[src/rtl/sfu_csr_lane_splitter_if.sv]
// Handshake bundle between the warp issue side and the SFU CSR unit:
// one full-width instruction in, NUM_LANES-wide packets out.
interface sfu_csr_lane_splitter_if #(
    parameter int NUM_THREADS = 4,
    parameter int NUM_LANES   = 2,
    parameter int XLEN        = 32,
    parameter int META_W      = 96
);
    localparam int P     = NUM_THREADS / NUM_LANES;
    localparam int PID_W = (P > 1) ? $clog2(P) : 1;

    logic                        in_valid;
    logic                        in_ready;
    logic [META_W-1:0]           in_meta;
    logic [NUM_THREADS-1:0]      in_tmask;
    logic [NUM_THREADS*XLEN-1:0] in_rs1;

    logic                        out_valid;
    logic                        out_ready;
    logic [META_W-1:0]           out_meta;
    logic [NUM_LANES-1:0]        out_tmask;
    logic [NUM_LANES*XLEN-1:0]   out_rs1;
    logic [PID_W-1:0]            out_pid;
    logic                        out_sop;
    logic                        out_eop;

    modport master (
        output in_valid, in_meta, in_tmask, in_rs1, out_ready,
        input  in_ready, out_valid, out_meta, out_tmask, out_rs1, out_pid, out_sop, out_eop
    );

    modport slave (
        input  in_valid, in_meta, in_tmask, in_rs1, out_ready,
        output in_ready, out_valid, out_meta, out_tmask, out_rs1, out_pid, out_sop, out_eop
    );
endinterface

[src/rtl/sfu_csr_lane_splitter.sv]
// Splits one warp-wide CSR instruction into NUM_LANES-wide packets, skipping
// packets whose thread-mask slice is empty. Outputs are fully registered.
module sfu_csr_lane_splitter #(
    parameter int NUM_THREADS = 4,
    parameter int NUM_LANES   = 2,
    parameter int XLEN        = 32,
    parameter int META_W      = 96
) (
    input logic                     clk,
    input logic                     reset,
    sfu_csr_lane_splitter_if.slave  bus
);
    localparam int P     = NUM_THREADS / NUM_LANES;
    localparam int PID_W = (P > 1) ? $clog2(P) : 1;

    typedef enum logic {
        IDLE  = 1'b0,
        SPLIT = 1'b1
    } state_e;

    state_e                      state_q;
    logic [META_W-1:0]           meta_q;
    logic [NUM_THREADS-1:0]      tmask_q;
    logic [NUM_THREADS*XLEN-1:0] rs1_q;
    logic [PID_W-1:0]            pid_q;
    logic                        sop_q;

    logic [P-1:0]                pkt_nz;
    logic [P-1:0]                in_nz;
    logic [PID_W-1:0]            first_pid;
    logic [PID_W-1:0]            next_pid;
    logic                        has_next;
    logic [NUM_LANES-1:0]        tmask_sel;
    logic [NUM_LANES*XLEN-1:0]   rs1_sel;
    logic                        out_fire;
    logic                        in_fire;
    logic                        in_ready;

    always_comb begin
        pkt_nz = '0;
        in_nz  = '0;
        for (int k = 0; k < P; k++) begin
            pkt_nz[k] = |tmask_q[k*NUM_LANES +: NUM_LANES];
            in_nz[k]  = |bus.in_tmask[k*NUM_LANES +: NUM_LANES];
        end
    end

    // Scan downward so the lowest qualifying packet index wins; an all-empty
    // incoming mask falls back to pid 0 so the instruction is still emitted.
    always_comb begin
        first_pid = '0;
        next_pid  = '0;
        has_next  = 1'b0;
        for (int k = P - 1; k >= 0; k--) begin
            if (in_nz[k]) begin
                first_pid = PID_W'(k);
            end
            if (pkt_nz[k] && (k > int'(pid_q))) begin
                has_next = 1'b1;
                next_pid = PID_W'(k);
            end
        end
    end

    always_comb begin
        tmask_sel = '0;
        rs1_sel   = '0;
        for (int k = 0; k < P; k++) begin
            if (pid_q == PID_W'(k)) begin
                tmask_sel = tmask_q[k*NUM_LANES +: NUM_LANES];
                rs1_sel   = rs1_q[k*NUM_LANES*XLEN +: NUM_LANES*XLEN];
            end
        end
    end

    assign out_fire = (state_q == SPLIT) && bus.out_ready;
    assign in_ready = (state_q == IDLE) || (out_fire && !has_next);
    assign in_fire  = bus.in_valid && in_ready;

    always_ff @(posedge clk) begin
        if (!reset) begin
            state_q <= IDLE;
            pid_q   <= '0;
            sop_q   <= 1'b0;
            tmask_q <= '0;
        end else if (in_fire) begin
            state_q <= SPLIT;
            pid_q   <= first_pid;
            sop_q   <= 1'b1;
            tmask_q <= bus.in_tmask;
        end else if (out_fire) begin
            if (has_next) begin
                pid_q <= next_pid;
                sop_q <= 1'b0;
            end else begin
                state_q <= IDLE;
            end
        end
    end

    // NOTE: pure data registers carry no reset; they are only observed while
    // out_valid is high, which always follows a load on in_fire.
    always_ff @(posedge clk) begin
        if (in_fire) begin
            meta_q <= bus.in_meta;
            rs1_q  <= bus.in_rs1;
        end
    end

    assign bus.in_ready  = in_ready;
    assign bus.out_valid = (state_q == SPLIT);
    assign bus.out_meta  = meta_q;
    assign bus.out_tmask = tmask_sel;
    assign bus.out_rs1   = rs1_sel;
    assign bus.out_pid   = pid_q;
    assign bus.out_sop   = sop_q;
    assign bus.out_eop   = !has_next;
endmodule

[src/flat_wrapper.sv]
// flat-port wrapper written by rule: the top's interface ports become plain ports
module sfu_csr_lane_splitter_flat 
#(
    parameter int NUM_THREADS = 4,
    parameter int NUM_LANES   = 2,
    parameter int XLEN        = 32,
    parameter int META_W      = 96
)
  (clk, reset, bus_in_valid, bus_in_meta, bus_in_tmask, bus_in_rs1, bus_out_ready, bus_in_ready, bus_out_valid, bus_out_meta, bus_out_tmask, bus_out_rs1, bus_out_pid, bus_out_sop, bus_out_eop);
  sfu_csr_lane_splitter_if #(.NUM_THREADS(NUM_THREADS), .NUM_LANES(NUM_LANES), .XLEN(XLEN), .META_W(META_W)) bus_i ();
  input logic clk;
  input logic reset;
  input wire logic [$bits(bus_i.in_valid)-1:0] bus_in_valid;
  input wire logic [$bits(bus_i.in_meta)-1:0] bus_in_meta;
  input wire logic [$bits(bus_i.in_tmask)-1:0] bus_in_tmask;
  input wire logic [$bits(bus_i.in_rs1)-1:0] bus_in_rs1;
  input wire logic [$bits(bus_i.out_ready)-1:0] bus_out_ready;
  output wire logic [$bits(bus_i.in_ready)-1:0] bus_in_ready;
  output wire logic [$bits(bus_i.out_valid)-1:0] bus_out_valid;
  output wire logic [$bits(bus_i.out_meta)-1:0] bus_out_meta;
  output wire logic [$bits(bus_i.out_tmask)-1:0] bus_out_tmask;
  output wire logic [$bits(bus_i.out_rs1)-1:0] bus_out_rs1;
  output wire logic [$bits(bus_i.out_pid)-1:0] bus_out_pid;
  output wire logic [$bits(bus_i.out_sop)-1:0] bus_out_sop;
  output wire logic [$bits(bus_i.out_eop)-1:0] bus_out_eop;
  assign bus_i.in_valid = bus_in_valid;
  assign bus_i.in_meta = bus_in_meta;
  assign bus_i.in_tmask = bus_in_tmask;
  assign bus_i.in_rs1 = bus_in_rs1;
  assign bus_i.out_ready = bus_out_ready;
  assign bus_in_ready = bus_i.in_ready;
  assign bus_out_valid = bus_i.out_valid;
  assign bus_out_meta = bus_i.out_meta;
  assign bus_out_tmask = bus_i.out_tmask;
  assign bus_out_rs1 = bus_i.out_rs1;
  assign bus_out_pid = bus_i.out_pid;
  assign bus_out_sop = bus_i.out_sop;
  assign bus_out_eop = bus_i.out_eop;
  sfu_csr_lane_splitter #(.NUM_THREADS(NUM_THREADS), .NUM_LANES(NUM_LANES), .XLEN(XLEN), .META_W(META_W)) u_core (.clk(clk), .reset(reset), .bus(bus_i));
endmodule
[config.mk]
export PLATFORM = sky130hd
export DESIGN_NAME = sfu_csr_lane_splitter_flat
export DESIGN_NICKNAME = d
export VERILOG_FILES = /design/src/rtl/sfu_csr_lane_splitter_if.sv /design/src/rtl/sfu_csr_lane_splitter.sv /design/src/flat_wrapper.sv
export SDC_FILE = /design/constraint.sdc
export NUM_CORES = 1
export LEC_CHECK = 0
export CORE_AREA = 2 2 157 159
export DETAILED_ROUTE_END_ITERATION = 16
export DIE_AREA = 0 0 159 161
export GPL_ROUTABILITY_DRIVEN = 0
export PLACE_DENSITY = 0.71
export SYNTH_ARGS = -nofsm -noshare
export SYNTH_HDL_FRONTEND = slang
export SYNTH_SLANG_ARGS = --single-unit
[constraint.sdc]
create_clock -name clk -period 11.5 [get_ports clk]
set_input_delay 2.3 -clock clk [delete_from_list [all_inputs] [get_ports clk]]
set_output_delay 2.3 -clock clk [all_outputs]
set_load 0.02 [all_outputs]
==> run_results.csv <==
group,metric,value,unit
drt,ant_nets,0,
logic_synthesis,synth_seq_cells,231,
final_layout,fill_cells,1922,
power_and_ir_drop,p_clk_share,37.0,%
logic_synthesis,synth_top_area_share,85.5,%
die,die_y,161,um
timing,fmax,167,MHz
worst_setup_path,setup.worst_path.class,"input pin to primary output",
timing,slew_viol_final,0,
worst_hold_path,hp-class,"flop to flop",
cts,cts-hold-fix-buffers,0,
logic_synthesis,synth_cell_types,18,
logic_synthesis,syn_avg_cell_area,23.3,um^2
timing,setup_viol,0,
drt,met2_length,10100,um
drt,drc_errors,0,
global_route,antenna_found_initial,1,
timing,worstMarginPinSlew,1.05,ns
drt,vias,4740,
final_layout,areaGrowthSynthToFinish,65.9,%
logic_synthesis,ys_seq_area_share,87.3,%
drt,wl_met1,7180,um
worst_setup_path,end_kind,"primary output",
die,ioPinCount,399,
drt,post_drt_via_cell_ratio,4.31,
global_route,gr-total-overflow,0,
cts,numClockSinks,231,
power_and_ir_drop,leakage,4.51,nW
global_route,grt_pass1_wl,29400,um
drt,wl_per_cell,18.2,um
final_layout,layout-drive-gt1-share,14.0,%
power_and_ir_drop,switching_share,21.9,%
logic_synthesis,synth_nets,570,
cts,clkLatencyLatePin,0.52,ns
cts,cts_buffers,25,
timing,slew-limit-headroom,30.0,%
power_and_ir_drop,combPwrFrac,14.2,%
cts,cts_tree,"yes",
cts,clk_pin_slew,0.06,ns
drt,dr.pass1.iters,4,
global_route,grt_max_degree,84,
worst_setup_path,cp_max_fo,5,
cts,cts-root-buf,"clkbuf_16",
global_route,track_usage,15.0,%
die,die-area,0.0256,mm^2
die,start_util,32.8,%
cts,ctsResizeCount,0,
logic_synthesis,syn_area,0.00787,mm^2
worst_setup_path,critPathLaunchType,"input pin",
timing,skew,0.0194,ns
power_and_ir_drop,p_sw,0.000455,W
logic_synthesis,yosysWarnings,0,
timing,fin_crit_sh,52.1,%
cts,cts_setup_buffers,0,
logic_synthesis,synth_area_leaders,"edfxtp_1 86%, mux2_2 9.4%, dfxtp_1 1.8%",
drt,routed.top_layer,"met5",
worst_setup_path,crit_required,9.20,ns
worst_setup_path,critical_path_arrival,3.69,ns
power_and_ir_drop,p_seq_share,48.8,%
placed_design,place_ws,5.52,ns
logic_synthesis,synth_top_area_cell,"edfxtp_1",
drt,wl,20100,um
power_and_ir_drop,p_per_area,159,mW/mm^2
status,status,"finished, final reports clean",
final_layout,fin_nets,990,
power_and_ir_drop,ir_drop,119,uV
run,maxCapViolCount,0,
die,die_w,159,um
global_route,grt_pass1_vias,4992,
drt,drtIter0Drc,273,
die,row_count,57,
timing,min_period,5.99,ns
timing,hold_violations,0,
timing,setup_tns,0,ns
final_layout,diodes,0,
placed_design,place_hpwl,14800,um
power_and_ir_drop,p_int,0.00163,W
timing,setup_ws,5.51,ns
placed_design,port_buffers,398,
logic_synthesis,syn_inst,338,
cts,cts_buffer_depth,3,
drt,wl_met3,2060,um
cts,cts_max_level,1,
timing,rsz0062_at_grt,"no",
die,core,0.0240,mm^2
power groups by stage:
stage                     clock network, W  registers, W   logic, W
after detailed placement                 0       0.00103   0.000298
after floorplan                          0       0.00107  0.0000846
after global routing              0.000823       0.00102   0.000310
final                             0.000769       0.00102   0.000295
after CTS                         0.000792       0.00102   0.000300
after global placement                   0       0.00103   0.000295
critical path, cell delays in order:
cell	delay (ns)
clkdlybuf4s50_1	0.62
nand2_1	0.08
nand2_1	0.08
clkdlybuf4s50_1	0.60
synth_stat cells:
library cell,number
a21oi_1,1
a31oi_1,2
a311oi_4,1
o21bai_1,1
mux2i_1,5
edfxtp_1,224
clkbuf_1,1
nand4_1,1
or2_4,1
o21ai_0,3
or4b_1,1
nand2_1,10
nor2b_4,1
mux2_2,66
nor2_1,2
buf_2,8
dfxtp_1,7
inv_1,3
logic make-up (layout without fill, tap and decap cells):
kind of cell	count (synthesis)	after routing	share of synthesized area [%]
muxes	71	71	10.1
AOI/OAI and AO/OA	8	8	0.843
DFF	231	231	87.3
buffers and inverters	12	451	0.700
and+or+nand+nor	16	16	1.07
metal layers:
layer | GRT usage (%) | vias up
li1 | - | 2181
met1 | 16.6 | 2254
met2 | 26.0 | 251
met3 | 5.73 | 52
met4 | 6.28 | 2
met5 | 0 | -
stage by stage:
stage	hold WS [ns]	area, um^2	instances	utilization (%)	total power, W
after floorplan	0.432	7870	338	-	0.00115
after global placement	0.442	12200	1055	51.1	0.00133
after detailed placement	0.457	12200	1055	51.1	0.00133
after CTS	0.465	13000	1101	54.4	0.00211
after global routing	0.486	13000	1101	54.4	0.00216
final	0.455	13000	1101	54.4	0.00208
flip-flops by register name (all words and copies together), names as in the netlist:
register	flops
u_core.tmask_q	4
u_core.bus.out_meta	96
u_core.rs1_q	128
u_core.bus.out_sop	1
u_core.bus.out_valid	1
u_core.bus.out_pid	1
cells in the final DEF, fill, tap and decap left out:
master / instances
a21oi_1: 1
a311oi_4: 1
a31oi_1: 2
buf_4: 4
bufinv_16: 1
clkbuf_1: 11
clkbuf_16: 25
clkbuf_8: 6
clkdlybuf4s50_1: 398
clkinv_2: 1
clkinv_4: 1
dfxtp_1: 6
dfxtp_4: 1
edfxtp_1: 224
inv_1: 3
inv_6: 1
mux2_2: 66
mux2i_1: 5
nand2_1: 10
nand4_1: 1
nor2_1: 2
nor2b_4: 1
o21ai_0: 3
o21bai_1: 1
or2_4: 1
or4b_1: 1
layout make-up:
class / instances / area, um^2 / area share (%)
sequential: 231 / 6870 / 52.7
clock inverter: 4 / 52.6 / 0.403
multi-input combinational: 95 / 943 / 7.23
clock buffer: 42 / 749 / 5.74
inverter: 3 / 11.3 / 0.0863
timing repair buffer: 402 / 4010 / 30.8
tap: 324 / 405 / 3.11
worst paths after layout:
kind,start,end,slack [ns],cells after the start
hold / removal,u_core.tmask_q[0],u_core.tmask_q[0],0.46,2
setup reg to reg,u_core.bus.out_pid,u_core.bus.out_meta[22],8.16,4
setup / recovery,bus_out_ready,bus_in_ready,5.51,4
hold reg to reg,u_core.tmask_q[0],u_core.tmask_q[0],0.46,2
Power figures use the tool's default switching activity.
